**src/rtl/fft_arbiter.sv**
```systemverilog
// Time-shares one FFT core between a forward and an inverse frame requester and
// routes each core output frame back to its owner through an in-order tag FIFO.
module fft_arbiter #(
    parameter int DATA_WIDTH = 32,
    parameter int USER_WIDTH = 16,
    parameter int FRAME_LEN  = 1024,
    parameter int TAG_DEPTH  = 4
) (
    input  logic                  clock,
    input  logic                  reset_n,
    input  logic [DATA_WIDTH-1:0] fwd_tdata,
    input  logic                  fwd_tvalid,
    input  logic                  fwd_tlast,
    output logic                  fwd_tready,
    input  logic [DATA_WIDTH-1:0] inv_tdata,
    input  logic                  inv_tvalid,
    input  logic                  inv_tlast,
    output logic                  inv_tready,
    output logic [7:0]            cfg_tdata,
    output logic                  cfg_tvalid,
    input  logic                  cfg_tready,
    output logic [DATA_WIDTH-1:0] core_s_tdata,
    output logic                  core_s_tvalid,
    output logic                  core_s_tlast,
    input  logic                  core_s_tready,
    input  logic [DATA_WIDTH-1:0] core_m_tdata,
    input  logic [USER_WIDTH-1:0] core_m_tuser,
    input  logic                  core_m_tvalid,
    input  logic                  core_m_tlast,
    output logic                  core_m_tready,
    output logic [DATA_WIDTH-1:0] fwd_out_tdata,
    output logic [USER_WIDTH-1:0] fwd_out_tuser,
    output logic                  fwd_out_tvalid,
    output logic                  fwd_out_tlast,
    input  logic                  fwd_out_tready,
    output logic [DATA_WIDTH-1:0] inv_out_tdata,
    output logic [USER_WIDTH-1:0] inv_out_tuser,
    output logic                  inv_out_tvalid,
    output logic                  inv_out_tlast,
    input  logic                  inv_out_tready,
    output logic                  frame_err,
    output logic                  busy
);

    localparam int BEAT_W = (FRAME_LEN > 1) ? $clog2(FRAME_LEN) : 1;
    localparam int PTR_W  = (TAG_DEPTH > 1) ? $clog2(TAG_DEPTH) : 1;
    localparam int CNT_W  = $clog2(TAG_DEPTH + 1);
    localparam logic [BEAT_W-1:0] LAST_BEAT = BEAT_W'(FRAME_LEN - 1);
    localparam logic [CNT_W-1:0]  FULL_CNT  = CNT_W'(TAG_DEPTH);

    typedef enum logic [1:0] {IDLE, CFG, STREAM} state_t;

    state_t              state;
    logic                grant_fwd;
    logic                last_fwd;
    logic [BEAT_W-1:0]   beat;
    logic                tag_mem [TAG_DEPTH];
    logic [PTR_W-1:0]    wr_ptr;
    logic [PTR_W-1:0]    rd_ptr;
    logic [CNT_W-1:0]    tag_count;

    logic                streaming;
    logic                req_tvalid;
    logic                req_tlast;
    logic                in_hs;
    logic                pick_fwd;
    logic                tag_empty;
    logic                head_fwd;
    logic                push;
    logic                pop;

    // Input side: only the granted requester sees the core's ready.
    assign streaming     = (state == STREAM);
    assign req_tvalid    = grant_fwd ? fwd_tvalid : inv_tvalid;
    assign req_tlast     = grant_fwd ? fwd_tlast  : inv_tlast;
    assign core_s_tdata  = grant_fwd ? fwd_tdata  : inv_tdata;
    assign core_s_tvalid = streaming & req_tvalid;
    assign core_s_tlast  = streaming & (beat == LAST_BEAT);
    assign fwd_tready    = streaming &  grant_fwd & core_s_tready;
    assign inv_tready    = streaming & ~grant_fwd & core_s_tready;
    assign in_hs         = core_s_tvalid & core_s_tready;

    // Tie goes to whichever requester was not served last.
    assign pick_fwd      = fwd_tvalid & (~inv_tvalid | ~last_fwd);

    // Output side: the oldest in-flight tag decides where core results go.
    assign tag_empty      = (tag_count == '0);
    assign head_fwd       = tag_mem[rd_ptr];
    assign fwd_out_tdata  = core_m_tdata;
    assign fwd_out_tuser  = core_m_tuser;
    assign fwd_out_tlast  = core_m_tlast;
    assign fwd_out_tvalid = ~tag_empty &  head_fwd & core_m_tvalid;
    assign inv_out_tdata  = core_m_tdata;
    assign inv_out_tuser  = core_m_tuser;
    assign inv_out_tlast  = core_m_tlast;
    assign inv_out_tvalid = ~tag_empty & ~head_fwd & core_m_tvalid;
    assign core_m_tready  = ~tag_empty & (head_fwd ? fwd_out_tready : inv_out_tready);

    assign push = cfg_tvalid & cfg_tready;
    assign pop  = core_m_tvalid & core_m_tready & core_m_tlast;

    always_ff @(posedge clock) begin
        if (!reset_n) begin
            state      <= IDLE;
            grant_fwd  <= 1'b0;
            last_fwd   <= 1'b0;
            beat       <= '0;
            cfg_tvalid <= 1'b0;
            cfg_tdata  <= 8'h00;
            frame_err  <= 1'b0;
            busy       <= 1'b0;
        end else begin
            frame_err <= in_hs & (req_tlast != core_s_tlast);
            busy      <= (state != IDLE) | ~tag_empty;
            case (state)
                IDLE: begin
                    if ((tag_count != FULL_CNT) && (fwd_tvalid || inv_tvalid)) begin
                        grant_fwd  <= pick_fwd;
                        last_fwd   <= pick_fwd;
                        cfg_tdata  <= {7'b0, pick_fwd};
                        cfg_tvalid <= 1'b1;
                        state      <= CFG;
                    end
                end
                CFG: begin
                    if (cfg_tready) begin
                        cfg_tvalid <= 1'b0;
                        state      <= STREAM;
                    end
                end
                STREAM: begin
                    if (in_hs) begin
                        if (beat == LAST_BEAT) begin
                            beat  <= '0;
                            state <= IDLE;
                        end else begin
                            beat <= beat + BEAT_W'(1);
                        end
                    end
                end
                default: state <= IDLE;
            endcase
        end
    end

    always_ff @(posedge clock) begin
        if (push) tag_mem[wr_ptr] <= grant_fwd;
    end

    always_ff @(posedge clock) begin
        if (!reset_n) begin
            wr_ptr    <= '0;
            rd_ptr    <= '0;
            tag_count <= '0;
        end else begin
            if (push) wr_ptr <= wr_ptr + PTR_W'(1);
            if (pop)  rd_ptr <= rd_ptr + PTR_W'(1);
            case ({push, pop})
                2'b10:   tag_count <= tag_count + CNT_W'(1);
                2'b01:   tag_count <= tag_count - CNT_W'(1);
                default: tag_count <= tag_count;
            endcase
        end
    end

endmodule
```
**config.mk**
```make
export PLATFORM = sky130hd
export DESIGN_NAME = fft_arbiter
export DESIGN_NICKNAME = d
export VERILOG_FILES = /design/src/rtl/fft_arbiter.sv
export SDC_FILE = /design/constraint.sdc
export NUM_CORES = 1
export LEC_CHECK = 0
export CAP_MARGIN = 25
export CORE_AREA = 2 2 106 108
export CTS_CLUSTER_SIZE = 10
export DETAILED_ROUTE_END_ITERATION = 10
export DIE_AREA = 0 0 108 110
export PLACE_DENSITY = 0.7
export SETUP_SLACK_MARGIN = 0.3
export SLEW_MARGIN = 5
export SYNTH_ARGS = -nofsm -noshare
export SYNTH_HDL_FRONTEND = slang
export SYNTH_SLANG_ARGS = --single-unit
export TNS_END_PERCENT = 20
```
**constraint.sdc**
```tcl
create_clock -name clock -period 3.3 [get_ports clock]
set_input_delay 0.66 -clock clock [delete_from_list [all_inputs] [get_ports clock]]
set_output_delay 0.66 -clock clock [all_outputs]
set_load 0.01 [all_outputs]
```
==> qor.yml <==
status: "finished clean"
clk_pin_slew_ns: 0.06
cts_root_buf: "clkbuf_8"
cts_buffers: 5
arrival_ns: 2.15
rsz0062_at_grt: "no"
wl_met3_um: 1070
powerDensity_nw_per_um2: 309
fmaxAchievable_mhz: 356
std_cell_rows: 38
ys_async_sr_fraction_pct: 0
dr_wl_met2_um: 3470
p_leak_nw: 1.20
cts_resized: 0
synthMuxAreaShare_pct: 17.3
antenna_cells: 0
maxSlewViolCount: 0
vdd_drop_max_mv: 0.141
cts_buffer_depth: 2
worstSkewPairLatency_ns: 0.28
synth.area.top_cells: "buf_4 (30%), dfxtp_1 (19%), mux2_1 (13%)"
crit_type: "input pin to output pin"
areaGrowthSynthToFinish_pct: 25.5
syn_inst: 298
ys_types: 42
io_pins: 272
routedWlPerCell_um: 16.9
syn_avg_cell_area_um2: 8.83
first_iter_violations: 93
initial_utilization_pct: 24.6
endpoint_kind: "output pin"
dieHeight_um: 110
nets: 450
min_path_cells: 2
slew_headroom_pct: 66.6
maxCapViolations: 0
worstPathRequired_ns: 2.64
post-route-drc-count: 0
synth_xor_area_share_pct: 2.00
viasPerCell: 4.38
synth_top_area_cell: "buf_4"
clock_sinks: 29
antenna_found_initial: 0
reg2reg_depth: 9
routed_wirelength_um: 7780
r2r-end: "tag_count[2]$_SDFFE_PN0P_"
hold_path.class: "flop to flop"
gr-usage-all-layers_pct: 12.8
vias: 2014
crit_buf_inv: 2
synth_top_family_by_area: "buffers and inverters"
cts_tree: "yes"
setup_viol: 0
mappedNetlistArea_um2: 2630
grt_pass1_vias: 1954
period_minus_slack_ns: 2.81
path_cells: "clkdlybuf4s50_1 > mux2_2 > and2_1 > clkdlybuf4s50_1"
ant_nets: 0
finalClockSkew_ns: 0.00543
cts_hold_buf: 0
crit_family: "buffers and inverters"
synth_fa_ha_area_share_pct: 3.61
crit_fanout: 7
dieArea_um2: 11900
grt_max_degree: 34
finalCritPeriodShare_pct: 85.2
crit_path_start_kind: "input pin"
die_w_um: 108
r2r_slack_ns: 0.55
io_buffers: 120
cpPeakStageDelay_ns: 0.54
finalSetupTns_ns: 0
hold_start: "rd_ptr[1]$_SDFFE_PN0P_"
utilization_pct: 30.9
timing.critical_path.slowest_stage_cell: "clkdlybuf4s50_1"
yosys_warnings: 0
crit_path_frequent_cell: "clkdlybuf4s50_1"
fin_area_um2: 3300
ys.flop_type: "dfxtp_1"
htreeDepth: 2
routed.top_layer: "met4"
post_cts_buffers: 0
grt_pass1_wl_um: 11100
gp_congestion: 0.812
synth_seq_cells: 29
dpl.hpwl_um: 6560
dr.pass1.iters: 4
place_area_um2: 3220
synth-edff-count: 4
holdPathEnd: "rd_ptr[1]$_SDFFE_PN0P_"
yosysTopAreaCellShare_pct: 30.2
ys_seq_area_share_pct: 23.6
grt-ovfl-total: 0
wl_met1_um: 3010
hold_viol: 0
synth-compound-area-share_pct: 5.51
worst_pin_slew_ns: 0.498
core-area_um2: 10700
post_route_cells_drive_above_1_share_pct: 5.94
synth-simple-area-share_pct: 15.4
==> kinds of logic after synthesis <==
kind of cell,Yosys count
fa+ha+maj,7
mux,40
simple gates,72
buf+inv,119
flops,29
compound gates,24
xor+xnor,6
other cells,1
==> synthesized netlist by cell type, types with 2 or more instances <==
master	count
ha_1	6
o21ai_1	3
nor3_1	3
clkbuf_1	2
o21ai_0	3
nand3_1	5
nor2_1	18
or3_1	5
mux2_2	2
mux2i_1	6
nand3b_1	2
buf_4	106
xor2_1	5
buf_2	4
edfxtp_1	4
nand2_1	12
inv_1	5
a21oi_1	13
or4_1	2
mux2_1	31
dfxtp_1	25
and4_1	2
nand4_1	5
and3_1	9
o31ai_1	2
nand2b_1	2
==> registers in the layout (all words and copies together), names as in the netlist, named ones only <==
register	cells
beat	10
tag_mem	4
tag_count	3
rd_ptr	2
state	2
wr_ptr	2
busy	1
cfg_tvalid	1
frame_err	1
last_fwd	1
==> layout make-up <==
class / instances / area, um2
Fill cell: 1124 / 7390
Timing Repair Buffer: 121 / 1220
Multi-Input combinational cell: 156 / 1180
Sequential cell: 29 / 622
Tap cell: 140 / 175
Clock buffer: 5 / 68.8
Inverter: 6 / 22.5
Clock inverter: 3 / 17.5
==> where the power goes <==
| part | switching [mW] | internal [mW] |
|---|---|---|
| clock | 0.142 | 0.145 |
| sequential | 0.0164 | 0.372 |
| combinational | 0.133 | 0.214 |
| total | 0.291 | 0.731 |
==> worst reg2reg max path, stage by stage, from the launching register on <==
cell and delay (ns):
dfxtp_1 0.33, mux4_2 0.55, mux2i_1 0.19, nor3b_2 0.33, ha_1 0.25, inv_1 0.06
fa_1 0.37, xor2_1 0.16, or3_1 0.30, a21oi_1 0.14
==> through the flow <==
stage                     hold slack (ns)  cells  setup slack (ns)  power [mW]
after floorplan                     0.445    304             0.735       0.657
after global placement              0.462    452             0.438       0.741
after CTS                           0.484    460             0.482        1.03
final                               0.482    460             0.488        1.02
after detailed placement            0.477    452             0.336       0.744
after global routing                0.489    460             0.399        1.08
==> layer usage <==
layer	track usage (%)	vias up
li1	-	940
met1	14.4	931
met2	20.4	113
met3	6.76	30
met4	4.95	0
met5	0	-
==> worst max path at each step <==
| stage | start | end | slack (ns) | cells after the start |
|---|---|---|---|---|
| after global placement | fwd_out_tready | tag_count[2]$_SDFFE_PN0P_ | 0.44 | 9 |
| after CTS | core_s_tready | inv_tready | 0.48 | 4 |
| final | fwd_tvalid | core_s_tvalid | 0.49 | 4 |
| after global routing | fwd_tvalid | core_s_tvalid | 0.40 | 4 |
| after detailed placement | fwd_out_tready | tag_count[2]$_SDFFE_PN0P_ | 0.34 | 9 |
| after floorplan | flop | tag_count[2]$_SDFFE_PN0P_ | 0.74 | 9 |
==> cell usage in the layout, fill, tap and decap left out, types with 6 or more instances in the layout <==
cell	count
conb_1	7
a21oi_1	13
mux2i_1	6
nor2_1	18
dfxtp_1	24
ha_1	6
clkdlybuf4s50_1	120
mux2_1	31
nand2_1	12
and3_1	9
Note: power is estimated with default switching activity, not from simulation.
